<file path="src/rtl/wbdbgbus_cmd_assembler.sv">
// Gathers five UART bytes into one 36-bit debug-bus command {opcode, payload}.
// The result goes out on a valid/ready port. A partial frame is dropped after an inter-byte timeout.
module wbdbgbus_cmd_assembler #(
  parameter int TIMEOUT_CLKS = 2500
) (
  input  logic        i_clk,
  input  logic        i_rst,
  input  logic [7:0]  i_data,
  input  logic        i_valid,
  output logic [35:0] o_cmd_data,
  output logic        o_cmd_valid,
  input  logic        i_cmd_ready,
  output logic        o_overflow,
  output logic        o_timeout
);

  localparam int TW = $clog2(TIMEOUT_CLKS);

  typedef enum logic {IDLE, COLLECT} state_t;

  state_t        state_q, state_d;
  logic [2:0]    cnt_q, cnt_d;
  logic [TW-1:0] tmr_q, tmr_d;
  // Opcode plus the first three payload bytes.
  // The last byte goes straight into the output register.
  logic [35:8]   asm_q, asm_d;
  logic          done, expire, load;

  always_comb begin
    state_d = state_q;
    cnt_d   = cnt_q;
    tmr_d   = tmr_q;
    asm_d   = asm_q;
    done    = 1'b0;
    expire  = 1'b0;
    case (state_q)
      IDLE: begin
        tmr_d = '0;
        if (i_valid) begin
          asm_d[35:32] = i_data[3:0];
          cnt_d        = 3'd1;
          state_d      = COLLECT;
        end
      end
      COLLECT: begin
        // An arriving byte takes priority over timer expiry.
        if (i_valid) begin
          tmr_d = '0;
          case (cnt_q)
            3'd1:    asm_d[31:24] = i_data;
            3'd2:    asm_d[23:16] = i_data;
            3'd3:    asm_d[15:8]  = i_data;
            default: done = 1'b1;
          endcase
          if (done) begin
            cnt_d   = 3'd0;
            state_d = IDLE;
          end else begin
            cnt_d = cnt_q + 3'd1;
          end
        end else if (tmr_q == TW'(TIMEOUT_CLKS - 1)) begin
          expire  = 1'b1;
          cnt_d   = 3'd0;
          tmr_d   = '0;
          state_d = IDLE;
        end else begin
          tmr_d = tmr_q + 1'b1;
        end
      end
      default: state_d = IDLE;
    endcase
  end

  // A same-cycle handshake on the held word frees the slot for the new one.
  assign load = done && (!o_cmd_valid || i_cmd_ready);

  always_ff @(posedge i_clk) begin
    if (i_rst) begin
      state_q     <= IDLE;
      cnt_q       <= 3'd0;
      tmr_q       <= '0;
      asm_q       <= '0;
      o_cmd_data  <= '0;
      o_cmd_valid <= 1'b0;
      o_overflow  <= 1'b0;
      o_timeout   <= 1'b0;
    end else begin
      state_q    <= state_d;
      cnt_q      <= cnt_d;
      tmr_q      <= tmr_d;
      asm_q      <= asm_d;
      o_overflow <= done && !load;
      o_timeout  <= expire;
      if (load) begin
        o_cmd_data  <= {asm_q, i_data};
        o_cmd_valid <= 1'b1;
      end else if (i_cmd_ready) begin
        o_cmd_valid <= 1'b0;
      end
    end
  end

endmodule
</file>
<file path="config.mk">
export PLATFORM = sky130hd
export DESIGN_NAME = wbdbgbus_cmd_assembler
export DESIGN_NICKNAME = d
export VERILOG_FILES = /design/src/rtl/wbdbgbus_cmd_assembler.sv
export SDC_FILE = /design/constraint.sdc
export NUM_CORES = 1
export LEC_CHECK = 0
export CAP_MARGIN = 20
export CORE_MARGIN = 3
export CORE_UTILIZATION = 52
export DETAILED_ROUTE_END_ITERATION = 10
export PLACE_DENSITY = 0.78
export SKIP_LAST_GASP = 1
export SLEW_MARGIN = 30
export SYNTH_ARGS = -nofsm -noshare
export SYNTH_HDL_FRONTEND = slang
export SYNTH_SLANG_ARGS = --single-unit
</file>
<file path="constraint.sdc">
create_clock -name i_clk -period 2.3 [get_ports i_clk]
set_input_delay 0.69 -clock i_clk [delete_from_list [all_inputs] [get_ports i_clk]]
set_output_delay 0.69 -clock i_clk [all_outputs]
set_load 0.01 [all_outputs]
</file>
==> results_dict.tcl, run 1 <==
set metrics [dict create \
    syn-num-nets 340 \
    crit_fanout 2 \
    cts_sinks 83 \
    yosysWarnings 0 \
    syn_area_um2 3151 \
    area_delta_synth_final_pct 23.55 \
    fin_skew_ns 0.006348 \
    ys_seq_area_frac 0.5274 \
    p_per_area_nw_per_um2 686.1 \
    grt_usage 0.1897 \
    io_pins 51 \
    drt_iter0_drc 148 \
    grt_pass1_vias 2313 \
    antenna_found_initial 0 \
    netlist_instances 323 \
    critical_path_buf_inv_count 1 \
    worstPathCellList "clkdlybuf4s50_1" \
    row_count 27 \
    layout_commonest_cell "dfxtp_1" \
    fill_cells 472 \
    setup_tns_ns 0 \
    postCtsHoldBufs 0 \
    min_period_ns 1.986 \
    final-hold-violation-count 0 \
    p_sw_w 0.0006072 \
    coreArea_um2 5675 \
    p_clk_frac 0.387 \
    criticalPathCategory "flip-flop to output pin" \
    clock_path_buffers 2 \
    peakVddDrop_uv 416.7 \
    p_comb_frac 0.065 \
    rrSetupSlack_ns 0.38 \
    die-area_um2 7028 \
    cp_slowest_cell "clkdlybuf4s50_1" \
    grt_setup_unrepaired "no" \
    via_per_inst 5.129 \
    crit_required_ns 1.61 \
    critPathTopFamily "buffers and inverters" \
    htree_levels 3 \
    status "complete, no violations" \
    relSlewSlack 0.7161 \
    wl_per_cell_um 14.18 \
    max_stage_delay_ns 0.57 \
    initial_utilization 0.5551 \
    routed_wl_um 6397 \
    timing.final.ws_setup_ns 0.3140 \
    cts.repair.resized 0 \
    grt_max_degree 70 \
    place_ws_ns -0.02190 \
    mostFrequentLayoutCells "83 x dfxtp_1, 63 x nor2_1, 49 x clkdlybuf4s50_1" \
    synthFlopType "dfxtp_1" \
    globalRouteOverflowTotal 0 \
    antenna_cells 0 \
    cp.arrival_ns 1.30 \
    end_kind "output pin" \
    nets 391 \
    drv_slew 0 \
    hp-class "flip-flop to flip-flop" \
    async_flop_share 0 \
    gp_congestion 0.7961 \
    ys_seq_elements 83 \
    critPathLaunchType "flip-flop" \
    grt_pass1_wl_um 10740 \
    vias 2313 \
    worstMarginPinSlew_ns 0.4200 \
    dp_hpwl_um 4284 \
    setup_viol 0 \
    portBuffers 50 \
    hold_slack_ns 0.4595 \
    first_pass_iters 6 \
    fin_crit_sh 0.8635 \
    placed_area_um2 3697 \
    p_seq_frac 0.549 \
    root_buffer "clkbuf_8" \
    fmax_mhz 503.5 \
    cts_tree "done" \
    internal-power_w 0.002064 \
    synth_cell_types 34 \
    fin_area_um2 3892 \
    post_cts_buffers 0 \
    insertion_delay_ns 0.35 \
    die_w_um 83.84 \
    drc_errors 0 \
    p_leak_nw 1.449 \
    synth_edf_count 0 \
    layout-drive-gt1-share 0.06860 \
    syn_area_per_cell_um2 9.754 \
    sw_frac_of_total 0.2274 \
    power.total_w 0.002671 \
    cap_violations 0 \
    die_h_um 83.84 \
    path_clk_slew_ns 0.08 \
    drtAntennaViolNets 0 \
    cts_inserted_buffers 9 \
]
==> layer usage <==
layer	wire, µm	GRT usage
met1	3006	0.2386
met2	3114	0.3153
met3	182	0.04245
met4	93	0.07456
met5	0	0
==> area by class of cell <==
class,instances,area [µm²],area share
clock inverter,4,50.05,0.01286
timing repair buffer,57,573.1,0.1472
clock buffer,12,145.1,0.03729
multi-input combinational,219,1358,0.3488
sequential,83,1662,0.4269
tap,72,90.09,0.02314
inverter,4,15.01,0.003857
==> final timing paths <==
kind	cells past startpoint	startpoint	to
worst max-delay path	1	o_cmd_data[31]$_SDFFE_PP0P_	o_cmd_data[31]
worst min-delay path	2	asm_q[16]$_SDFFE_PP0P_	asm_q[16]$_SDFFE_PP0P_
worst max register to register	7	cnt_q[0]$_SDFFE_PP0P_	o_cmd_data[32]$_SDFFE_PP0P_
worst min register to register	2	asm_q[16]$_SDFFE_PP0P_	asm_q[16]$_SDFFE_PP0P_
==> power by group through the flow <==
stage | Sequential, W | Combinational (W) | Clock, W
global route | 0.00147 | 0.000186 | 0.00111
floorplan | 0.00150 | 0.000108 | 0
detailed placement | 0.00150 | 0.000173 | 0
finish | 0.00147 | 0.000173 | 0.00103
CTS | 0.00147 | 0.000175 | 0.00105
global placement | 0.00150 | 0.000171 | 0
==> Yosys cell counts (2+ instances only) <==
master    number  area (µm²)
mux2i_1       48       480.5
ha_1           5       62.56
nor4b_1        2       17.52
nor2_1        63       236.5
a21oi_1       17       85.08
clkbuf_1      10       37.54
o21ai_0        2       10.01
o41ai_1        2       17.52
nand2_1       41       153.9
xor2_1         9       78.83
nand4_1        4       25.02
buf_12         3       60.06
and4_1         2       17.52
nand2b_1       2       12.51
inv_1          4       15.01
and2_1         2       12.51
dfxtp_1       83        1662
nand3_1        6       30.03
and3_1         3       18.77
==> sequential cells by signal, summed over array words and instances, names as in the netlist <==
register / count
o_cmd_data: 36
o_overflow: 1
cnt_q: 3
o_timeout: 1
o_cmd_valid: 1
tmr_q: 12
asm_q: 28
state_q: 1
==> cells by family (layout without fill, tap and decap cells) <==
family,after synthesis,count (layout),share of synthesized area
flip-flops,83,83,0.5274
AO/OA/AOI/OAI,24,24,0.04408
buffers and inverters,21,77,0.04448
AND/OR/NAND/NOR,132,132,0.1839
XOR/XNOR,10,10,0.02780
adder cells (fa/ha/maj),5,5,0.01986
multiplexers,48,48,0.1525
==> through the flow <==
stage               utilization  cells
finish                   0.6858    451
global route             0.6858    451
CTS                      0.6858    451
detailed placement       0.6515    435
global placement         0.6515    435
floorplan                     -    323
No activity file was read; power rests on OpenSTA's default activity.
==> inputs of run 2 (changes only) <==
- CORE_UTILIZATION: 52 -> 55
- CTS_BUF_LIST: not set -> sky130_fd_sc_hd__clkbuf_4
- PLACE_DENSITY: 0.78 -> 0.82
- SLEW_MARGIN: 30 -> not set
==> run 2 against run 1 <==
Routed wire length decreased by 2.6%. Cell area shrank 2.0%. Die area is 5.1% lower. Combinational power is 3% lower. Critical path type unchanged. Highest routed layer unchanged.
==> results_dict.tcl, run 2 (synthesis results as in run 1) <==
set metrics [dict create \
    cts_inserted_buffers 9 \
    hp-class "flip-flop to flip-flop" \
    timing.final.ws_setup_ns 0.2510 \
    vias 2334 \
    top_register "o_cmd_data" \
    crit_fanout 2 \
    peakVddDrop_uv 379.7 \
    placed_area_um2 3682 \
    end_kind "output pin" \
    crit_required_ns 1.61 \
    worstMarginPinSlew_ns 0.5149 \
    cap_violations 0 \
    status "complete, no violations" \
    max_stage_delay_ns 0.56 \
    drv_slew 0 \
    grt_usage 0.2088 \
    worstPathCellList "clkdlybuf4s50_1" \
    min_period_ns 2.049 \
    fin_crit_sh 0.8909 \
    multi_input_area_um2 1358 \
    postCtsHoldBufs 0 \
    cp.arrival_ns 1.36 \
    post_cts_buffers 0 \
    htree_levels 3 \
    portBuffers 50 \
    critPathTopFamily "buffers and inverters" \
    globalRouteOverflowTotal 0 \
    fill_cells 410 \
    path_clk_slew_ns 0.12 \
    place_ws_ns -0.04685 \
    grt_max_degree 56 \
    clock_path_buffers 2 \
    root_buffer "clkbuf_4" \
    grt_pass1_wl_um 10460 \
    fmax_mhz 488.1 \
    critPathLaunchType "flip-flop" \
    initial_utilization 0.5905 \
    fin_skew_ns 0.004322 \
    nets 391 \
    cts_sinks 83 \
    grt_setup_unrepaired "no" \
    mostFrequentLayoutCells "83 x dfxtp_1, 63 x nor2_1, 49 x clkdlybuf4s50_1" \
    via_per_inst 5.198 \
    critical_path_buf_inv_count 1 \
    die_h_um 81.69 \
    cp_slowest_cell "clkdlybuf4s50_1" \
    p_leak_nw 1.426 \
    p_per_area_nw_per_um2 642.0 \
    drt_iter0_drc 142 \
    row_count 26 \
    die_w_um 81.69 \
    routed_wl_um 6229 \
    criticalPathCategory "flip-flop to output pin" \
    insertion_delay_ns 0.42 \
    layout-drive-gt1-share 0.07124 \
    cts_tree "done" \
    final-hold-violation-count 0 \
    largest_reg_flops 36 \
    rrSetupSlack_ns 0.36 \
    wl_per_cell_um 13.87 \
    fin_area_um2 3814 \
    antenna_cells 0 \
    drtAntennaViolNets 0 \
    gp_congestion 0.8252 \
    antenna_found_initial 0 \
    drc_errors 0 \
    coreArea_um2 5335 \
    register_area_um2 1662 \
    first_pass_iters 4 \
    layout_commonest_cell "dfxtp_1" \
    reg_top3 "o_cmd_data x36, asm_q x28, tmr_q x12" \
    area_delta_synth_final_pct 21.05 \
    io_pins 51 \
    grt_pass1_vias 2272 \
    relSlewSlack 0.6568 \
    cts.repair.resized 0 \
    dp_hpwl_um 4253 \
    die-area_um2 6672 \
    setup_viol 0 \
]
## run 2: final timing paths
check,from,end,depth (start not counted)
worst max register to register,cnt_q[0]$_SDFFE_PP0P_,o_cmd_data[6]$_SDFFE_PP0P_,7
worst min-delay path,asm_q[19]$_SDFFE_PP0P_,asm_q[19]$_SDFFE_PP0P_,2
worst max-delay path,o_cmd_data[29]$_SDFFE_PP0P_,o_cmd_data[29],1
worst min register to register,asm_q[19]$_SDFFE_PP0P_,asm_q[19]$_SDFFE_PP0P_,2
## run 2: worst reg2reg max path, cell delays in order, from the launching register on
cell	delay [ns]
dfxtp_1	0.42
inv_1	0.06
ha_1	0.22
o21ba_2	0.23
nor4b_4	0.26
buf_12	0.30
mux2i_1	0.27
nor2_1	0.06
## run 2: cell type report
cell class / instances / share of cell area
Clock inverter: 6 / 0.01476
Multi-Input combinational cell: 219 / 0.3560
Clock buffer: 10 / 0.01969
Sequential cell: 83 / 0.4357
Tap cell: 70 / 0.02297
Timing Repair Buffer: 57 / 0.1470
Inverter: 4 / 0.003937
## run 2: where the power goes
group,internal (W),switching (W)
Combinational,0.0000758,0.0000909
Clock,0.000335,0.000480
Sequential,0.00146,0.0000113
Total,0.00187,0.000582
## run 2: metrics by stage
stage	std cells	util	hold slack [ns]	total power (W)	TNS, ns
after global placement	433	0.6902	0.4423	0.001664	0
final	449	0.7148	0.4624	0.002448	0
after CTS	449	0.7148	0.4655	0.002466	0
after global routing	449	0.7148	0.4840	0.002541	0
after floorplan	323	-	0.4360	0.001608	0
after detailed placement	433	0.6902	0.4480	0.001667	-0.2335
## run 2: layer usage
metal  part of all wire  GRT usage  up-vias
met2               0.48     0.3502       61
met1               0.44     0.2529     1091
met5                  0          0        -
li1                   -          -     1171
met3              0.059    0.04057       11
met4              0.022     0.1113        0
